<file path="config.mk">
export PLATFORM = sky130hd
export DESIGN_NAME = watch_disp_scan
export DESIGN_NICKNAME = d
export VERILOG_FILES = /design/src/rtl/watch_disp_scan.sv
export SDC_FILE = /design/constraint.sdc
export NUM_CORES = 1
export LEC_CHECK = 0
export ABC_AREA = 0
export BUFFER_PORTS_ARGS = -buffer_cell sky130_fd_sc_hd__buf_4
export CAP_MARGIN = 10
export CORE_ASPECT_RATIO = 0.75
export CORE_MARGIN = 10
export CORE_UTILIZATION = 35
export DETAILED_ROUTE_END_ITERATION = 7
export PLACE_DENSITY_LB_ADDON = 0.15
export SYNTH_ARGS = -nofsm -noshare
export SYNTH_HDL_FRONTEND = slang
export SYNTH_SLANG_ARGS = --single-unit
</file>
<file path="constraint.sdc">
create_clock -name clk -period 2.9 [get_ports clk]
set_input_delay 0.145 -clock clk [delete_from_list [all_inputs] [get_ports clk]]
set_output_delay 0.145 -clock clk [all_outputs]
set_load 0.02 [all_outputs]
</file>
<file path="src/rtl/watch_disp_scan.sv">
// Six-digit multiplexed seven-segment driver for the stopwatch.
// Re-times the BCD counts, snapshots them once per frame and scans common-anode digits.
module watch_disp_scan #(
  parameter int SCAN_DIV     = 50000,
  parameter int BLANK_CYC    = 500,
  parameter int BLINK_FRAMES = 83,
  parameter bit LZB          = 1'b1
) (
  input  logic       clk,
  input  logic       rst_n,
  input  logic [7:0] cnt_m,
  input  logic [7:0] cnt_s,
  input  logic [3:0] cnt_ms,
  input  logic [1:0] key_b,
  input  logic       key3,
  output logic [5:0] sel,
  output logic [7:0] seg
);

  localparam int SW = (SCAN_DIV > 1) ? $clog2(SCAN_DIV) : 1;
  localparam int BW = (BLINK_FRAMES > 1) ? $clog2(BLINK_FRAMES) : 1;
  localparam logic [SW-1:0] SLOT_LAST  = SW'(SCAN_DIV - 1);
  localparam logic [SW-1:0] BLANK_END  = SW'(BLANK_CYC);
  localparam logic [BW-1:0] BLINK_LAST = BW'(BLINK_FRAMES - 1);

  logic [19:0]   bus_s1, bus_s2, snap;
  logic [1:0]    keyb_s1, keyb_s2;
  logic          key3_s1, key3_s2;
  logic [SW-1:0] slot_cnt;
  logic [2:0]    idx;
  logic          pending;
  logic          blink_phase;
  logic [BW-1:0] blink_cnt;

  logic          frame_wrap;
  logic          active;
  logic [3:0]    digit_nib;
  logic [7:0]    digit_code;
  logic [5:0]    lit_sel;

  function automatic logic [7:0] bcd_to_seg(input logic [3:0] d);
    case (d)
      4'd0:    bcd_to_seg = 8'hC0;
      4'd1:    bcd_to_seg = 8'hF9;
      4'd2:    bcd_to_seg = 8'hA4;
      4'd3:    bcd_to_seg = 8'hB0;
      4'd4:    bcd_to_seg = 8'h99;
      4'd5:    bcd_to_seg = 8'h92;
      4'd6:    bcd_to_seg = 8'h82;
      4'd7:    bcd_to_seg = 8'hF8;
      4'd8:    bcd_to_seg = 8'h80;
      4'd9:    bcd_to_seg = 8'h90;
      default: bcd_to_seg = 8'hBF;
    endcase
  endfunction

  assign frame_wrap = (slot_cnt == SLOT_LAST) && (idx == 3'd5);
  assign active     = (keyb_s2 == 2'b10);

  always_ff @(posedge clk or negedge rst_n) begin
    if (!rst_n) begin
      bus_s1  <= '0;
      bus_s2  <= '0;
      keyb_s1 <= '0;
      keyb_s2 <= '0;
      key3_s1 <= 1'b0;
      key3_s2 <= 1'b0;
    end else begin
      bus_s1  <= {cnt_m, cnt_s, cnt_ms};
      bus_s2  <= bus_s1;
      keyb_s1 <= key_b;
      keyb_s2 <= keyb_s1;
      key3_s1 <= key3;
      key3_s2 <= key3_s1;
    end
  end

  always_ff @(posedge clk or negedge rst_n) begin
    if (!rst_n) begin
      slot_cnt <= '0;
      idx      <= 3'd0;
    end else if (slot_cnt == SLOT_LAST) begin
      slot_cnt <= '0;
      idx      <= (idx == 3'd5) ? 3'd0 : idx + 3'd1;
    end else begin
      slot_cnt <= slot_cnt + 1'b1;
    end
  end

  // Capture only when both sync stages agree, so a half-updated count never reaches the digits.
  always_ff @(posedge clk or negedge rst_n) begin
    if (!rst_n) begin
      snap    <= '0;
      pending <= 1'b1;
    end else begin
      if (pending && (bus_s1 == bus_s2)) begin
        snap    <= bus_s2;
        pending <= 1'b0;
      end
      if (frame_wrap)
        pending <= 1'b1;
    end
  end

  always_ff @(posedge clk or negedge rst_n) begin
    if (!rst_n) begin
      blink_phase <= 1'b1;
      blink_cnt   <= '0;
    end else if (!key3_s2) begin
      blink_phase <= 1'b1;
      blink_cnt   <= '0;
    end else if (frame_wrap) begin
      if (blink_cnt == BLINK_LAST) begin
        blink_cnt   <= '0;
        blink_phase <= ~blink_phase;
      end else begin
        blink_cnt <= blink_cnt + 1'b1;
      end
    end
  end

  always_comb begin
    digit_nib  = 4'h0;
    digit_code = 8'hFF;
    case (idx)
      3'd0: begin
        digit_nib  = snap[19:16];
        digit_code = (LZB && (digit_nib == 4'h0)) ? 8'hFF : bcd_to_seg(digit_nib);
      end
      3'd1: begin
        digit_nib  = snap[15:12];
        digit_code = bcd_to_seg(digit_nib);
      end
      3'd2: begin
        digit_nib  = snap[11:8];
        digit_code = bcd_to_seg(digit_nib);
      end
      3'd3: begin
        digit_nib  = snap[7:4];
        digit_code = bcd_to_seg(digit_nib);
      end
      3'd4: begin
        digit_nib  = snap[3:0];
        digit_code = bcd_to_seg(digit_nib);
      end
      3'd5:    digit_code = (key3_s2 && blink_phase) ? 8'h8C : 8'hFF;
      default: digit_code = 8'hFF;
    endcase
    if ((idx == 3'd1) || (idx == 3'd3))
      digit_code[7] = 1'b0;
    lit_sel = ~(6'b000001 << idx);
  end

  // seg only moves when a digit is lit, so it keeps the previous value through blanking.
  always_ff @(posedge clk or negedge rst_n) begin
    if (!rst_n) begin
      sel <= 6'h3F;
      seg <= 8'hFF;
    end else if (!active) begin
      sel <= 6'h3F;
      seg <= 8'hFF;
    end else if (slot_cnt < BLANK_END) begin
      sel <= 6'h3F;
    end else begin
      sel <= lit_sel;
      seg <= digit_code;
    end
  end

endmodule

</file>
==> summary.md, run 1 <==
| Metric | Value |
|---|---|
| Status | `complete, no violations` |
| Core box area | `14,500 um^2` |
| Layout cells sized above 1 | `0.162` |
| Crit Path Max Fanout | `9` |
| CP required | `3.17 ns` |
| Critical Path Source Type | `flip-flop` |
| Gpl congestion | `0.896` |
| Slew at the pin closest to its max-slew limit | `0.667 ns` |
| Min Tclk post-route | `2.16 ns` |
| Fmax | `462 MHz` |
| Post-DRT Antenna Nets | `0` |
| Grt ovf | `0` |
| Dpl cells | `692` |
| DR iter-0 viols | `278` |
| Num ports | `39` |
| Setup TNS | `0 ns` |
| Port bufs | `38` |
| EDFF count, synth | `0` |
| Drt wl/cell | `15.6 um` |
| Pwr dens | `469 nW/um^2` |
| Final Setup Violations | `0` |
| Drt drc | `0` |
| CP Data Arrival Time | `2.44 ns` |
| Synthesized area | `5200 um^2` |
| CTS buffer count | `9` |
| Half-perimeter wire length after placement | `8.46 mm` |
| TritonRoute pass-1 iters | `4` |
| Slew Viols, Final | `0` |
| Number of global-route vias before repair | `3,508` |
| Largest net degree at the start of global routing | `61` |
| Predominant post-synthesis flop cell | `dfrtp_1` |
| Critical path endpoint category | `flip-flop` |
| Final hold violation count | `0` |
| Hold crit path type | `input port to async pin` |
| Register area share after synthesis | `0.524` |
| TritonCTS clock tree | `built` |
| Async S/R FF share, synth | `1.00` |
| Peak supply drop | `0.278 mV` |
| Cells after Synth | `467` |
| Clock slew at reported path FFs | `0.07 ns` |
| Crit share post-route | `0.747` |
| Die Width | `161 um` |
| H-tree depth | `3` |
| Cell row count | `38` |
| Area grow syn2layout | `20.5%` |
| Post-CTS Repair Setup Buffers | `0` |
| Finished Layout Cells | `732` |
| Synth unique cells | `62` |
| Vias | `3,580` |
| Antenna Cells | `0` |
| Setup CP Type | `flip-flop to flip-flop` |
| Clk Tree Root Cell | `clkbuf_16` |
| Count of state elements after synthesis | `108` |
| Rel. slew slack | `0.548` |
| Fin nets | `585` |
| Latest clock arrival within the worst-skew pair | `0.34 ns` |
| Drt total wl | `11.4 mm` |
| Die Y-Extent | `126 um` |
| Net Count, Synth | `525` |
| # Max-Cap Violations | `0` |
| RSZ-0062 raised after global routing | `no` |
| Initial core utilization | `0.358` |
| Leakage | `0.00274 uW` |
| Worst reg-to-reg setup slack | `0.74 ns` |
| GRT Util Overall | `0.114` |
| Clk sink count | `108` |
| Avg Inst Size Synth | `11.1 um^2` |
| Max clock buf depth | `2` |
| Setup Skew | `0.00539 ns` |
| Initial antenna violation count | `0` |
| First-pass GRT wire length | `18.7 mm` |
| Synth warn | `0` |
| Die area | `20,200 um^2` |
| Vias/cell | `4.89` |
| Overall power consumption | `2940 uW` |
## metal layers
| metal | track usage | vias to the layer above | share of wire |
|---|---|---|---|
| li1 | - | 1759 | - |
| met1 | 0.177 | 1745 | 0.54 |
| met4 | 0.0304 | 0 | 0.0090 |
| met2 | 0.149 | 67 | 0.41 |
| met5 | 0 | - | 0 |
| met3 | 0.0275 | 9 | 0.045 |
## critical path: stages (launching register included)
cell	delay, ns
dfrtp_1	0.41
or4_4	0.57
nor4_4	0.42
nand2_4	0.14
or3_1	0.38
a21boi_1	0.16
## where the power goes
group / internal [uW] / switching (uW) / total, uW / leakage, uW
logic: 62.3 / 51.9 / 114 / 0.00126
registers: 1540 / 24.4 / 1560 / 0.00133
clock network: 689 / 573 / 1260 / 0.000148
## sequential cells by signal (all words and copies together) (netlist names)
signal / cells
blink_cnt: 7
blink_phase: 1
bus_s1: 20
bus_s2: 20
idx: 3
key3_s1: 1
key3_s2: 1
keyb_s1: 2
keyb_s2: 2
pending: 1
seg: 8
sel: 6
slot_cnt: 16
snap: 20
## stage by stage
step	cell area (um^2)	util	worst slack (ns)	hold WS, ns
after detailed placement	5720	0.394	0.704	0.216
after floorplan	5200	-	0.947	-0.151
after global placement	5720	0.394	0.785	0.212
after CTS	6260	0.432	0.685	0.354
final	6260	0.432	0.735	0.351
after global routing	6260	0.432	0.534	0.373
## Yosys cell counts (15+ instances only)
master | instances | area share
a21oi_1 | 25 | 0.024
clkbuf_1 | 15 | 0.011
dfrtp_1 | 92 | 0.44
dfstp_2 | 16 | 0.081
ha_1 | 33 | 0.079
inv_1 | 24 | 0.017
mux2_1 | 20 | 0.043
nand2_1 | 23 | 0.017
nand3_1 | 16 | 0.015
nor2_1 | 33 | 0.024
xnor2_1 | 19 | 0.032
xor2_1 | 17 | 0.029
## cell type report
type                    count  area [um^2]
fillers                  1364         8240
flip-flops and latches    108         2720
clock buffers              10          229
well taps                 200          250
repair buffers             68          583
clock inverters             6         77.6
inverters                  27          101
multi-input cells         313         2300
## kinds of logic after synthesis
logic type	synth area share
flops	0.524
xor+xnor	0.0606
simple gates	0.142
fa+ha+maj	0.0794
compound gates	0.110
buf+inv	0.0342
mux	0.0493
## repair_timing
action | in CTS | in global routing
resized for setup | 0 | 0
endpoints found under the hold margin | 55 | 0
hold buffers | 24 | 0
## worst paths after layout
kind	to	cells after the start	start
setup / recovery	blink_cnt[1]	5	slot_cnt[10]
hold / removal	key3_s1	2	rst_n
setup reg to reg	blink_cnt[1]	5	slot_cnt[10]
hold reg to reg	key3_s2	0	key3_s1
max in group asynchronous	snap[15]	3	rst_n
min in group clk	key3_s2	0	key3_s1
## cells in the final DEF (no fill, tap or decap), types with 8 or more instances in the layout
master,n
nand3_1,16
mux2_1,20
inv_1,24
nor2_1,33
nor2b_1,8
a21oi_1,25
buf_4,43
xor2_1,17
ha_1,33
dlygate4sd3_1,24
dfstp_2,16
o21ai_0,14
dfrtp_1,92
nand2_1,23
clkbuf_16,9
xnor2_1,19
(Power assumes the default switching activity.)
==> inputs of run 2 (changes only) <==
- ABC_AREA: 0 -> 1
- clock period: 2.9 -> 1.7 ns (I/O delays scaled with it)
==> run 2 against run 1 <==
Setup slack got worse by 0.61 ns. Synthesized cell count increased by 61%. Cell count grew 44%. Sequential power increased by 72%. Combinational power grew 150%. Clock power increased by 65%.
==> summary.md, run 2 <==
| Metric | Value |
|---|---|
| Peak supply drop | `0.532 mV (+91%)` |
| Largest family of logic cells by synthesized area | `simple AND/OR/NAND/NOR gates` |
| Sequential power share | `0.532 (about the same)` |
| Delay-heaviest family, CP | `simple AND/OR/NAND/NOR gates` |
| Core box area | `16,200 um^2 (+11%)` |
| GRT Util Overall | `0.120 (+0.00628)` |
| Setup CP Type | `flip-flop to flip-flop` |
| Most frequent cells in the layout | `nand2_1 (246), inv_1 (110), dfrtp_1 (85), nor2_1 (69), buf_4 (56)` |
| P_sw | `1250 uW (+92%)` |
| Synth Area in Simple Gates | `0.304 (+0.161)` |
| Gpl congestion | `0.850 (-5.2%)` |
| Layout cells sized above 1 | `0.164 (+0.00185)` |
| Slew Viols, Final | `0 (unchanged)` |
| Fmax | `636 MHz (+38%)` |
| Max incr delay on CP | `0.37 ns (-0.20 ns)` |
| Final hold violation count | `0 (unchanged)` |
| Area grow syn2layout | `21.3%` |
| Complex-gate fraction of the synthesized area | `0.0637 (-0.0465)` |
| Clk Tree Root Cell | `clkbuf_16` |
| Worst reg-to-reg setup slack | `0.13 ns (-0.61 ns)` |
| CP required | `1.98 ns (-1.19 ns)` |
| Fill cells | `1,613 (+18%)` |
| Buf/Inv on CP | `2 (+2)` |
| Clock slew at reported path FFs | `0.08 ns (about the same)` |
| CTS buffer count | `9 (unchanged)` |
| Fin nets | `897 (+53%)` |
| Die area | `22,200 um^2 (+10%)` |
| Initial antenna violation count | `0 (unchanged)` |
| Synth unique cells | `33 (-47%)` |
| Top cell type's share of synthesized area | `0.396 (-0.0467)` |
| Synth warn | `0 (unchanged)` |
| Pwr dens | `715 nW/um^2 (+52%)` |
| Final Setup Violations | `0 (unchanged)` |
| CP Cell Sequence | `ha_2 -> nand2_2 -> nor2_4 -> inv_2 -> nor2_2 -> nand2_2 -> o21ai_4 -> buf_4 -> nand2_1 -> o21ai_0` |
| Slowest-stage cell, CP | `dfrtp_1` |
| Largest net degree at the start of global routing | `109 (+79%)` |
| Count of state elements after synthesis | `108 (unchanged)` |
| Drt wl/cell | `12.4 um (-21%)` |
| Synthesized area | `5810 um^2 (+12%)` |
| Net Sw Frac | `0.248 (+0.0270)` |
| CP Data Arrival Time | `1.85 ns (-0.59 ns)` |
| Post-Synth Adder-Cell Area | `0.0710 (-0.00838)` |
| Initial core utilization | `0.360 (+0.00102)` |
| Synth cell count leaders | `nand2_1 (249), inv_1 (110), dfrtp_1 (92), nor2_1 (71), nand3_1 (48)` |
| Crit-path most repeated cell | `nand2_2` |
| Number of global-route vias before repair | `4,722 (+35%)` |
| Antenna Cells | `0 (unchanged)` |
| RR Startpoint | `slot_cnt[0]` |
| Critical path endpoint category | `flip-flop` |
| DR iter-0 viols | `282 (+1.4%)` |
| Net Count, Synth | `812 (+55%)` |
| Synth area leader | `dfrtp_1` |
| EDFF count, synth | `0 (unchanged)` |
| Vias | `4,804 (+34%)` |
| H-tree depth | `3 (unchanged)` |
| Regs by FF count | `bus_s1: 20 flops, bus_s2: 20 flops, snap: 20 flops` |
| Power Internal | `3790 uW (+66%)` |
| Slew at the pin closest to its max-slew limit | `0.585 ns (-0.0821 ns)` |
| Async S/R FF share, synth | `1.00 (unchanged)` |
| Status | `complete, no violations` |
| Drt drc | `0 (unchanged)` |
| Cell row count | `40 (+5.3%)` |
| Final Cell Area | `7050 um^2 (+13%)` |
| Placed cell area | `6450 um^2 (+13%)` |
| Critical Path Source Type | `flip-flop` |
| Clk pwr share | `0.412 (-0.017)` |
| # Max-Cap Violations | `0 (unchanged)` |
| Grt ovf | `0 (unchanged)` |
| Min Tclk post-route | `1.57 ns (-0.594 ns)` |
| Drt total wl | `13.0 mm (+14%)` |
| Die Width | `169 um (+5.0%)` |
| Port bufs | `38 (unchanged)` |
| Cells after Synth | `754 (+61%)` |
| Logic gate share of total power | `0.056 (+0.017)` |
| Vias/cell | `4.56 (-6.8%)` |
| First-pass GRT wire length | `22.4 mm (+20%)` |
| Post-DRT Antenna Nets | `0 (unchanged)` |
| TritonRoute pass-1 iters | `5 (+1)` |
| Most common cell after layout, fill and taps aside | `nand2_1` |
| R2R cell count | `10 (+5)` |
| Max clock buf depth | `2 (unchanged)` |
| Clk sink count | `108 (unchanged)` |
| Avg Inst Size Synth | `7.71 um^2 (-31%)` |
| Half-perimeter wire length after placement | `9.92 mm (+17%)` |
| Leakage | `0.00372 uW (+36%)` |
| Most common cell in the netlist | `nand2_1` |
| Rel. slew slack | `0.610 (+0.0617)` |
| Post-Synth XOR/XNOR Area | `0.0121 (-0.0486)` |
| Latest clock arrival within the worst-skew pair | `0.36 ns (+0.02 ns)` |
| Multiplexer share of the synthesized area | `0 (-0.0493)` |
| Num ports | `39 (unchanged)` |
| Hold crit path type | `input port to async pin` |
| Hold_ws | `0.318 ns (-0.0330 ns)` |
| Crit share post-route | `0.924 (+0.178)` |
| FF-to-FF End | `blink_cnt[5]` |
| Predominant post-synthesis flop cell | `dfrtp_1` |
| Register area share after synthesis | `0.468 (-0.0552)` |
| Synth area leaders | `dfrtp_1 (40%), nand2_1 (16%), dfstp_2 (7.2%)` |
| Crit Path Max Fanout | `4 (-5)` |
| Die Y-Extent | `132 um (+4.8%)` |
| TritonCTS clock tree | `built` |
| Setup Skew | `0.00968 ns (+0.00429 ns)` |
run 2: worst max path at each step:
stage | start | to | slack, ns | cells after the start
floorplan | slot_cnt[0] | blink_cnt[2] | 0.24 | 10
global placement | slot_cnt[0] | blink_cnt[0] | 0.10 | 9
detailed placement | slot_cnt[0] | blink_cnt[0] | 0.07 | 10
CTS | slot_cnt[0] | blink_cnt[0] | 0.06 | 10
global route | bus_s2[14] | snap[19] | -0.0007 | 11
finish | slot_cnt[0] | blink_cnt[5] | 0.13 | 10
run 2: what timing repair did:
action	CTS	global route
endpoints found under the hold margin	115	0
buffers inserted	0	4
hold buffers	24	0
resized for setup	0	15
setup endpoints to repair	0	14
run 2: power by group through the flow:
stage	Clock [uW]	Combinational [uW]	Sequential, uW
6_report	2080	282	2680
5_1_grt	2250	330	2690
4_1_cts	2140	286	2680
3_5_place_dp	0	242	2730
3_3_place_gp	0	238	2730
2_1_floorplan	0	112	2710
run 2: stage by stage:
stage               worst slack [ns]  power (uW)  instances  utilization  setup TNS, ns
CTS                           0.0585        5110       1050        0.432              0
global placement               0.104        2970       1010        0.399              0
detailed placement            0.0709        2970       1010        0.399              0
floorplan                      0.245        2830        754            -              0
global route               -0.000724        5270       1054        0.436       -0.00142
finish                         0.129        5040       1054        0.436              0
run 2: logic make-up after synthesis:
kind of cell / after synthesis
adder cells (fa/ha/maj): 33
AO/OA/AOI/OAI: 65
AND/OR/NAND/NOR: 416
XOR/XNOR: 8
flip-flops: 108
buffers and inverters: 124
run 2: worst reg2reg max path: stages, from the launching register on:
cell,delay [ns]
dfrtp_1,0.37
ha_2,0.20
nand2_2,0.07
nor2_4,0.15
inv_2,0.07
nor2_2,0.09
nand2_2,0.08
o21ai_4,0.21
buf_4,0.15
nand2_1,0.04
o21ai_0,0.06
run 2: area by class of cell:
type / instances / area, um^2 / share of cell area
clock buffer: 9 / 225 / 0.0320
sequential: 108 / 2730 / 0.388
timing repair buffer: 81 / 681 / 0.0966
clock inverter: 7 / 68.8 / 0.00976
multi-input combinational: 522 / 2640 / 0.374
tap: 210 / 263 / 0.0373
inverter: 117 / 442 / 0.0627
run 2: layer usage:
layer  up-vias  routed length [um]  share of wire  global-route usage
li1       2507                   -              -                   -
met1      2188                6630           0.51               0.169
met2        92                5590           0.43               0.174
met3        17                 595          0.046              0.0328
met4         0                 209          0.016              0.0338
met5         -                   0              0                   0
